==> src/rtl/rf_serial_loader_pkg.sv <==
// rtl/rf_serial_loader_pkg.sv - shared types and frame geometry for rf_serial_loader
// Purpose: FSM state enum, command encodings and frame length helper.
// Ports: none (package rf_loader_pkg).
// Configuration: RF_LOADER_PARITY_EN appends one even-parity bit to every frame.
package rf_loader_pkg;

   typedef enum logic [1:0] {
      IDLE   = 2'd0,
      SHIFT  = 2'd1,
      COMMIT = 2'd2
   } state_e;

   localparam logic CMD_WRITE = 1'b1;
   localparam logic CMD_READ  = 1'b0;

`ifdef RF_LOADER_PARITY_EN
   localparam int PARITY_BITS = 1;
`else
   localparam int PARITY_BITS = 0;
`endif

   // Frame layout: cmd | addr | data [| parity]
   function automatic int frame_len(input int addr_w, input int data_w);
      return 1 + addr_w + data_w + PARITY_BITS;
   endfunction

   localparam int FRAME_LEN = frame_len(2, 4);

endpackage

==> src/rtl/rf_serial_loader_if.sv <==
// rtl/rf_serial_loader_if.sv - serial input and register-file port bundle
// Purpose: groups the serial stream and register-file write/read-select signals.
// Ports: ser_in/ser_valid (stream into loader), wr_en/wr_addr/wr_data (write port),
//        rd_addr (read select), busy, frame_err, frame_cnt (status).
// Modports: master = stream source / status observer, slave = the loader.
interface rf_serial_loader_if #(
   parameter int ADDR_W = 2,
   parameter int DATA_W = 4
);
   logic              ser_in;
   logic              ser_valid;
   logic              wr_en;
   logic [ADDR_W-1:0] wr_addr;
   logic [DATA_W-1:0] wr_data;
   logic [ADDR_W-1:0] rd_addr;
   logic              busy;
   logic              frame_err;
   logic [3:0]        frame_cnt;

   modport master (
      output ser_in, ser_valid,
      input  wr_en, wr_addr, wr_data, rd_addr, busy, frame_err, frame_cnt
   );

   modport slave (
      input  ser_in, ser_valid,
      output wr_en, wr_addr, wr_data, rd_addr, busy, frame_err, frame_cnt
   );
endinterface

==> src/rtl/rf_serial_loader_shift.sv <==
// rtl/rf_serial_loader_shift.sv - frame shift register and bit counter
// Purpose: collects serial bits MSB first and flags the final bit of a frame.
// Ports: clk, rst (async, active-high); shift_en_i samples bit_i; clear_i restarts
//        the bit count; last_bit_o high while the next sampled bit completes the
//        frame; frame_o is the full frame including the bit currently on bit_i.
module rf_loader_shift
   import rf_loader_pkg::*;
#(
   parameter int LEN = FRAME_LEN
) (
   input  logic           clk,
   input  logic           rst,
   input  logic           shift_en_i,
   input  logic           clear_i,
   input  logic           bit_i,
   output logic           last_bit_o,
   output logic [LEN-1:0] frame_o
);
   localparam int CNT_W = $clog2(LEN + 1);

   logic [LEN-2:0]   sreg_q, sreg_d;
   logic [CNT_W-1:0] cnt_q, cnt_d;

   always_comb begin
      sreg_d = sreg_q;
      cnt_d  = cnt_q;
      if (shift_en_i) begin
         sreg_d = {sreg_q[LEN-3:0], bit_i};
      end
      // Clear wins so the bit that closes a frame leaves the counter at 0.
      if (clear_i) begin
         cnt_d = '0;
      end else if (shift_en_i) begin
         cnt_d = cnt_q + 1'b1;
      end
   end

   always_ff @(posedge clk or posedge rst) begin
      if (rst) begin
         sreg_q <= '0;
         cnt_q  <= '0;
      end else begin
         sreg_q <= sreg_d;
         cnt_q  <= cnt_d;
      end
   end

   assign last_bit_o = (cnt_q == CNT_W'(LEN - 1));
   // The closing bit is taken straight from the input so the frame is
   // decoded on the same edge that samples it.
   assign frame_o    = {sreg_q, bit_i};

endmodule

==> src/rtl/rf_serial_loader.sv <==
// rtl/rf_serial_loader.sv - serial command loader driving a small register file
// Purpose: deserialises cmd|addr|data frames; write frames pulse wr_en once,
//          read frames update rd_addr; tracks frame errors and good-frame count.
// Ports: clk, rst (async, active-high); bus (rf_serial_loader_if.slave):
//        ser_in/ser_valid in, wr_en/wr_addr/wr_data/rd_addr/busy/frame_err/frame_cnt out.
// Configuration: RF_LOADER_PARITY_EN enables the trailing even-parity check.
module rf_serial_loader
   import rf_loader_pkg::*;
#(
   parameter int ADDR_W  = 2,
   parameter int DATA_W  = 4,
   parameter int TIMEOUT = 15
) (
   input  logic                clk,
   input  logic                rst,
   rf_serial_loader_if.slave   bus
);
   localparam int FL       = frame_len(ADDR_W, DATA_W);
   localparam int GAP_W    = $clog2(TIMEOUT + 1);
   localparam int CMD_POS  = FL - 1;
   localparam int ADDR_MSB = FL - 2;
   localparam int DATA_MSB = FL - 2 - ADDR_W;

   state_e              state_q, state_d;
   logic [GAP_W-1:0]    gap_q, gap_d;
   logic                wr_en_q, wr_en_d;
   logic [ADDR_W-1:0]   wr_addr_q, wr_addr_d;
   logic [DATA_W-1:0]   wr_data_q, wr_data_d;
   logic [ADDR_W-1:0]   rd_addr_q, rd_addr_d;
   logic                frame_err_q, frame_err_d;
   logic [3:0]          frame_cnt_q, frame_cnt_d;

   logic                shift_en;
   logic                shift_clr;
   logic                last_bit;
   logic [FL-1:0]       frame;
   logic                frame_ok;
   logic                f_cmd;
   logic [ADDR_W-1:0]   f_addr;
   logic [DATA_W-1:0]   f_data;

   rf_loader_shift #(.LEN(FL)) u_shift (
      .clk        (clk),
      .rst        (rst),
      .shift_en_i (shift_en),
      .clear_i    (shift_clr),
      .bit_i      (bus.ser_in),
      .last_bit_o (last_bit),
      .frame_o    (frame)
   );

   assign f_cmd  = frame[CMD_POS];
   assign f_addr = frame[ADDR_MSB -: ADDR_W];
   assign f_data = frame[DATA_MSB -: DATA_W];

`ifdef RF_LOADER_PARITY_EN
   assign frame_ok = ~^frame;
`else
   assign frame_ok = 1'b1;
`endif

   always_comb begin
      state_d     = state_q;
      gap_d       = gap_q;
      wr_en_d     = 1'b0;
      wr_addr_d   = wr_addr_q;
      wr_data_d   = wr_data_q;
      rd_addr_d   = rd_addr_q;
      frame_err_d = frame_err_q;
      frame_cnt_d = frame_cnt_q;
      shift_en    = 1'b0;
      shift_clr   = 1'b0;
      case (state_q)
         IDLE: begin
            gap_d = '0;
            if (bus.ser_valid) begin
               shift_en = 1'b1;
               state_d  = SHIFT;
            end
         end
         SHIFT: begin
            if (bus.ser_valid) begin
               shift_en = 1'b1;
               gap_d    = '0;
               if (last_bit) begin
                  // Results are registered on the closing edge, so they are
                  // visible during the single COMMIT cycle.
                  shift_clr = 1'b1;
                  state_d   = COMMIT;
                  if (frame_ok) begin
                     if (f_cmd == CMD_WRITE) begin
                        wr_en_d   = 1'b1;
                        wr_addr_d = f_addr;
                        wr_data_d = f_data;
                     end
                     if (f_cmd == CMD_READ) begin
                        rd_addr_d = f_addr;
                     end
                     frame_err_d = 1'b0;
                     frame_cnt_d = frame_cnt_q + 4'd1;
                  end else begin
                     frame_err_d = 1'b1;
                  end
               end
            end else if (gap_q == GAP_W'(TIMEOUT - 1)) begin
               state_d     = IDLE;
               gap_d       = '0;
               shift_clr   = 1'b1;
               frame_err_d = 1'b1;
            end else begin
               gap_d = gap_q + 1'b1;
            end
         end
         COMMIT: begin
            state_d = IDLE;
         end
         default: begin
            state_d = IDLE;
         end
      endcase
   end

   always_ff @(posedge clk or posedge rst) begin
      if (rst) begin
         state_q     <= IDLE;
         gap_q       <= '0;
         wr_en_q     <= 1'b0;
         wr_addr_q   <= '0;
         wr_data_q   <= '0;
         rd_addr_q   <= '0;
         frame_err_q <= 1'b0;
         frame_cnt_q <= '0;
      end else begin
         state_q     <= state_d;
         gap_q       <= gap_d;
         wr_en_q     <= wr_en_d;
         wr_addr_q   <= wr_addr_d;
         wr_data_q   <= wr_data_d;
         rd_addr_q   <= rd_addr_d;
         frame_err_q <= frame_err_d;
         frame_cnt_q <= frame_cnt_d;
      end
   end

   assign bus.wr_en     = wr_en_q;
   assign bus.wr_addr   = wr_addr_q;
   assign bus.wr_data   = wr_data_q;
   assign bus.rd_addr   = rd_addr_q;
   assign bus.busy      = (state_q != IDLE);
   assign bus.frame_err = frame_err_q;
   assign bus.frame_cnt = frame_cnt_q;

endmodule
==> src/flat_wrapper.sv <==
// flat-port wrapper written by rule: the top's interface ports become plain ports
module rf_serial_loader_flat import rf_loader_pkg::*;
#(
   parameter int ADDR_W  = 2,
   parameter int DATA_W  = 4,
   parameter int TIMEOUT = 15
)
  (clk, rst, bus_ser_in, bus_ser_valid, bus_wr_en, bus_wr_addr, bus_wr_data, bus_rd_addr, bus_busy, bus_frame_err, bus_frame_cnt);
  rf_serial_loader_if #(.ADDR_W(ADDR_W), .DATA_W(DATA_W)) bus_i ();
  input  logic clk;
  input  logic rst;
  input wire logic [$bits(bus_i.ser_in)-1:0] bus_ser_in;
  input wire logic [$bits(bus_i.ser_valid)-1:0] bus_ser_valid;
  output wire logic [$bits(bus_i.wr_en)-1:0] bus_wr_en;
  output wire logic [$bits(bus_i.wr_addr)-1:0] bus_wr_addr;
  output wire logic [$bits(bus_i.wr_data)-1:0] bus_wr_data;
  output wire logic [$bits(bus_i.rd_addr)-1:0] bus_rd_addr;
  output wire logic [$bits(bus_i.busy)-1:0] bus_busy;
  output wire logic [$bits(bus_i.frame_err)-1:0] bus_frame_err;
  output wire logic [$bits(bus_i.frame_cnt)-1:0] bus_frame_cnt;
  assign bus_i.ser_in = bus_ser_in;
  assign bus_i.ser_valid = bus_ser_valid;
  assign bus_wr_en = bus_i.wr_en;
  assign bus_wr_addr = bus_i.wr_addr;
  assign bus_wr_data = bus_i.wr_data;
  assign bus_rd_addr = bus_i.rd_addr;
  assign bus_busy = bus_i.busy;
  assign bus_frame_err = bus_i.frame_err;
  assign bus_frame_cnt = bus_i.frame_cnt;
  rf_serial_loader #(.ADDR_W(ADDR_W), .DATA_W(DATA_W), .TIMEOUT(TIMEOUT)) u_core (.clk(clk), .rst(rst), .bus(bus_i));
endmodule
==> config.mk <==
export PLATFORM = sky130hd
export DESIGN_NAME = rf_serial_loader_flat
export DESIGN_NICKNAME = d
export VERILOG_FILES = /design/src/rtl/rf_serial_loader_pkg.sv /design/src/rtl/rf_serial_loader_if.sv /design/src/rtl/rf_serial_loader_shift.sv /design/src/rtl/rf_serial_loader.sv /design/src/flat_wrapper.sv
export SDC_FILE = /design/constraint.sdc
export NUM_CORES = 1
export LEC_CHECK = 0
export BUFFER_PORTS_ARGS = -buffer_cell sky130_fd_sc_hd__buf_2
export CAP_MARGIN = 15
export CORE_MARGIN = 8
export CORE_UTILIZATION = 45
export CTS_CLUSTER_SIZE = 16
export DETAILED_ROUTE_END_ITERATION = 10
export PLACE_DENSITY_LB_ADDON = 0.1
export SKIP_CTS_REPAIR_TIMING = 1
export SYNTH_ARGS = -nofsm -noshare
export SYNTH_HDL_FRONTEND = slang
export SYNTH_SLANG_ARGS = --single-unit
==> constraint.sdc <==
create_clock -name clk -period 1.5 [get_ports clk]
set_input_delay 0.15 -clock clk [delete_from_list [all_inputs] [get_ports clk]]
set_output_delay 0.15 -clock clk [all_outputs]
set_load 0.01 [all_outputs]
==> Implementation_results.wiki <==
{| class="wikitable"
! Metric !! Value
|-
| Final Setup Violations || 6
|-
| Post-synthesis cell area || 0.00132 mm^2
|-
| Post-route worst setup slack || -0.0401 ns
|-
| FF/Latch Area || 726 um^2
|-
| Placed Cells || 173
|-
| Fraction of the cycle the final worst path needs || 1.03
|-
| Syn Area/Cell || 11.2 um^2
|-
| Type of the tightest min-delay check || input pin to register
|-
| Number of core rows || 19
|-
| Worst slew pin tran || 0.375 ns
|-
| Clock tree from TritonCTS || built
|-
| Height of the die || 70.1 um
|-
| Outcome || finished, violations left
|-
| CP required || 1.71 ns
|-
| Post-place instance area || 0.00150 mm^2
|-
| Number of cells on the worst hold path || 3
|-
| Post-route total power || 2.51 mW
|-
| Fraction of synthesis flops using an asynchronous set or reset pin || 1.00
|-
| Post-layout util || 0.597
|-
| Data arrival at the endpoint of the critical path || 1.75 ns
|-
| Count of state elements after synthesis || 29
|-
| Critical path fanouts, max || 6
|-
| X dimension of the die || 70.1 um
|-
| Via count of the routed design || 999
|-
| Post-Layout Cell Count || 185
|-
| Number of synthesis warnings || 0
|-
| Clock latency of the later-clocked register in the worst-skew pair || 0.32 ns
|-
| F_max || 649 MHz
|-
| Number of port buffers || 18
|-
| Clock tree root buffer cell || sky130_fd_sc_hd__clkbuf_4
|-
| Syn_nets || 127
|-
| Final number of max-transition violations || 0
|-
| Antenna diode instance count || 0
|-
| Antenna-violating nets left || 0
|-
| Hold violation total from the final report || 0
|-
| Post-layout min period || 1.54 ns
|-
| HPWL reported at the end of detailed placement || 1.90 mm
|-
| 1st-iter DRT viols || 45
|-
| NumNets Final || 162
|-
| Top flip-flop cell by instance count after synthesis || sky130_fd_sc_hd__dfrtp_1
|-
| Core outline area || 0.00276 mm^2
|-
| Worst setup skew after layout || 0.00922 ns
|-
| Worst setup SP type || register
|-
| Num Clock Sinks || 29
|-
| FF-to-FF path depth || 6
|-
| Seq/Total Area, Yosys || 0.551
|-
| Initial antenna violation count || 0
|-
| Number of vias per cell after detailed routing || 5.40
|-
| RD Place Congestion || 0.818
|-
| Bufs on Longest Clock Path || 2
|-
| Share of layout cells above drive strength 1 || 0.364
|-
| Power Density || 1520 mW/mm^2
|-
| Total area of multi-input combinational cells || 562 um^2
|-
| Initial Utilization || 0.477
|-
| Leakage || 0.849 nW
|-
| Number of CTS-inserted buffers || 5
|-
| Share of the synthesized area in the top cell type || 0.551
|-
| # H-tree levels || 2
|-
| Ports || 19
|-
| Synth area leaders || sky130_fd_sc_hd__dfrtp_1 (55%), sky130_fd_sc_hd__mux2_2 (7.7%), sky130_fd_sc_hd__nand2_1 (6.6%)
|-
| Number of enable flip-flop cells after synthesis || 0
|-
| Global Route Usage Sum || 0.111
|-
| Vias in the first global route || 978
|-
| Post-Syn Instances || 118
|-
| Highest ir drop seen on vdd || 1.02 mV
|-
| Relative area change from synthesis to final layout || 25.1%
|-
| Cell with the most instances after synthesis || sky130_fd_sc_hd__dfrtp_1
|-
| Hold slack final || 0.0430 ns
|-
| Unique cell type count in the Yosys netlist || 33
|-
| First-pass iteration count of the detailed router || 4
|-
| First-pass GRT wire length || 4.50 mm
|-
| Residual DRC count || 0
|-
| Violated checks || setup timing
|-
| Maximum capacitance violations || 0
|-
| Cell type contributing the most total cell area after synthesis || sky130_fd_sc_hd__dfrtp_1
|-
| Final-layout fill cell count || 247
|-
| Max-slew headroom at the worst pin || 0.749
|-
| Overflow left after global routing || 0
|-
| Clock-pin slew of the registers on the worst-case setup and hold paths || 0.09 ns
|-
| Unrepaired setup endpoints after global routing || true
|-
| Setup CP Type || register to register
|-
| Maximum number of pins on one net before global-route repair || 30
|-
| Endpoint class of the critical path || register
|-
| Area of the die || 0.00491 mm^2
|-
| Routed wirelength normalized by instance count || 14.4 um
|-
| Most used standard cells in the synthesized netlist || sky130_fd_sc_hd__dfrtp_1 (29), sky130_fd_sc_hd__nand2_1 (23), sky130_fd_sc_hd__mux2_2 (9)
|-
| Finished layout cell area || 0.00165 mm^2
|-
| Aggregate routed wire length || 2.67 mm
|}
-- stage by stage --
step | setup TNS, ns | setup slack [ns]
after floorplan | 0 | 0.0248
after global placement | 0 | 0.0201
after detailed placement | -0.0730 | -0.0186
after CTS | -0.0887 | -0.0175
after global routing | -0.489 | -0.0872
final | -0.203 | -0.0401
-- state kept, by name, indices dropped and copies added (netlist names) --
signal                 flops
u_core.bus.frame_cnt       4
u_core.bus.rd_addr         2
u_core.bus.wr_data         4
u_core.state_q             2
u_core.bus.wr_en           1
u_core.u_shift.cnt_q       3
u_core.bus.frame_err       1
u_core.gap_q               4
u_core.bus.wr_addr         2
u_core.u_shift.sreg_q      6
-- metal layers --
metal,vias up,global-route usage,share of wire
met1,494,0.146,0.47
met3,5,0.0508,0.060
met5,-,0,0
met2,23,0.152,0.45
met4,0,0.0424,0.016
li1,477,-,-
-- final timing paths --
check,slack [ns],from,to
min in group asynchronous,0.43,rst,u_core.u_shift.sreg_q[3]$_DFFE_PP0P_
worst max-delay path,-0.04,u_core.u_shift.cnt_q[0]$_DFFE_PP0P_,u_core.bus.wr_data[1]$_DFFE_PP0P_
worst min register to register,0.49,u_core.bus.frame_cnt[3]$_DFFE_PP0P_,u_core.bus.frame_cnt[3]$_DFFE_PP0P_
worst min-delay path,0.04,bus_ser_in,u_core.u_shift.sreg_q[0]$_DFFE_PP0P_
max in group asynchronous,0.80,rst,u_core.gap_q[0]$_DFFE_PP0P_
worst max register to register,-0.04,u_core.u_shift.cnt_q[0]$_DFFE_PP0P_,u_core.bus.wr_data[1]$_DFFE_PP0P_
-- placed cells by master, fill, tap and decap left out, drive strengths merged, types with 2 or more instances in the layout --
cell type   n
buf        31
dfrtp      29
nand2      23
mux2        9
inv         8
clkbuf      7
ha          5
nand3       4
nor3        4
nand4       3
o21ai       3
nor2        3
xor2        3
nor2b       2
a31oi       2
a21oi       2
and3        2
-- where the power goes --
part,internal [mW],total [mW],switching [mW]
registers,0.979,1.15,0.166
logic,0.375,0.710,0.335
clock network,0.398,0.652,0.254
total,1.75,2.51,0.755
-- area by class of cell --
type | instances | area share
clock inverter | 1 | 0.0182
tap | 31 | 0.0236
multi-input combinational | 77 | 0.341
inverter | 8 | 0.0182
clock buffer | 7 | 0.0334
timing repair buffer | 32 | 0.125
sequential | 29 | 0.441
-- logic make-up after synthesis --
kind of cell               Yosys count  share of synthesized area
xor gates and xnor gates             3                     0.0200
muxes                                9                     0.0770
and+or+nand+nor                     46                      0.190
AOI/OAI and AO/OA                   14                     0.0713
buffers and inverters               12                     0.0428
adders and majority gates            5                     0.0475
DFF                                 29                      0.551
-- critical path: stages (launching register included) --
cell and delay (ns):
sky130_fd_sc_hd__dfrtp_1 0.38, sky130_fd_sc_hd__inv_1 0.06, sky130_fd_sc_hd__ha_2 0.20, sky130_fd_sc_hd__nand3_4 0.11, sky130_fd_sc_hd__nor3_4 0.22, sky130_fd_sc_hd__buf_6 0.17, sky130_fd_sc_hd__mux2_4 0.31
Power figures use the tool's default switching activity.
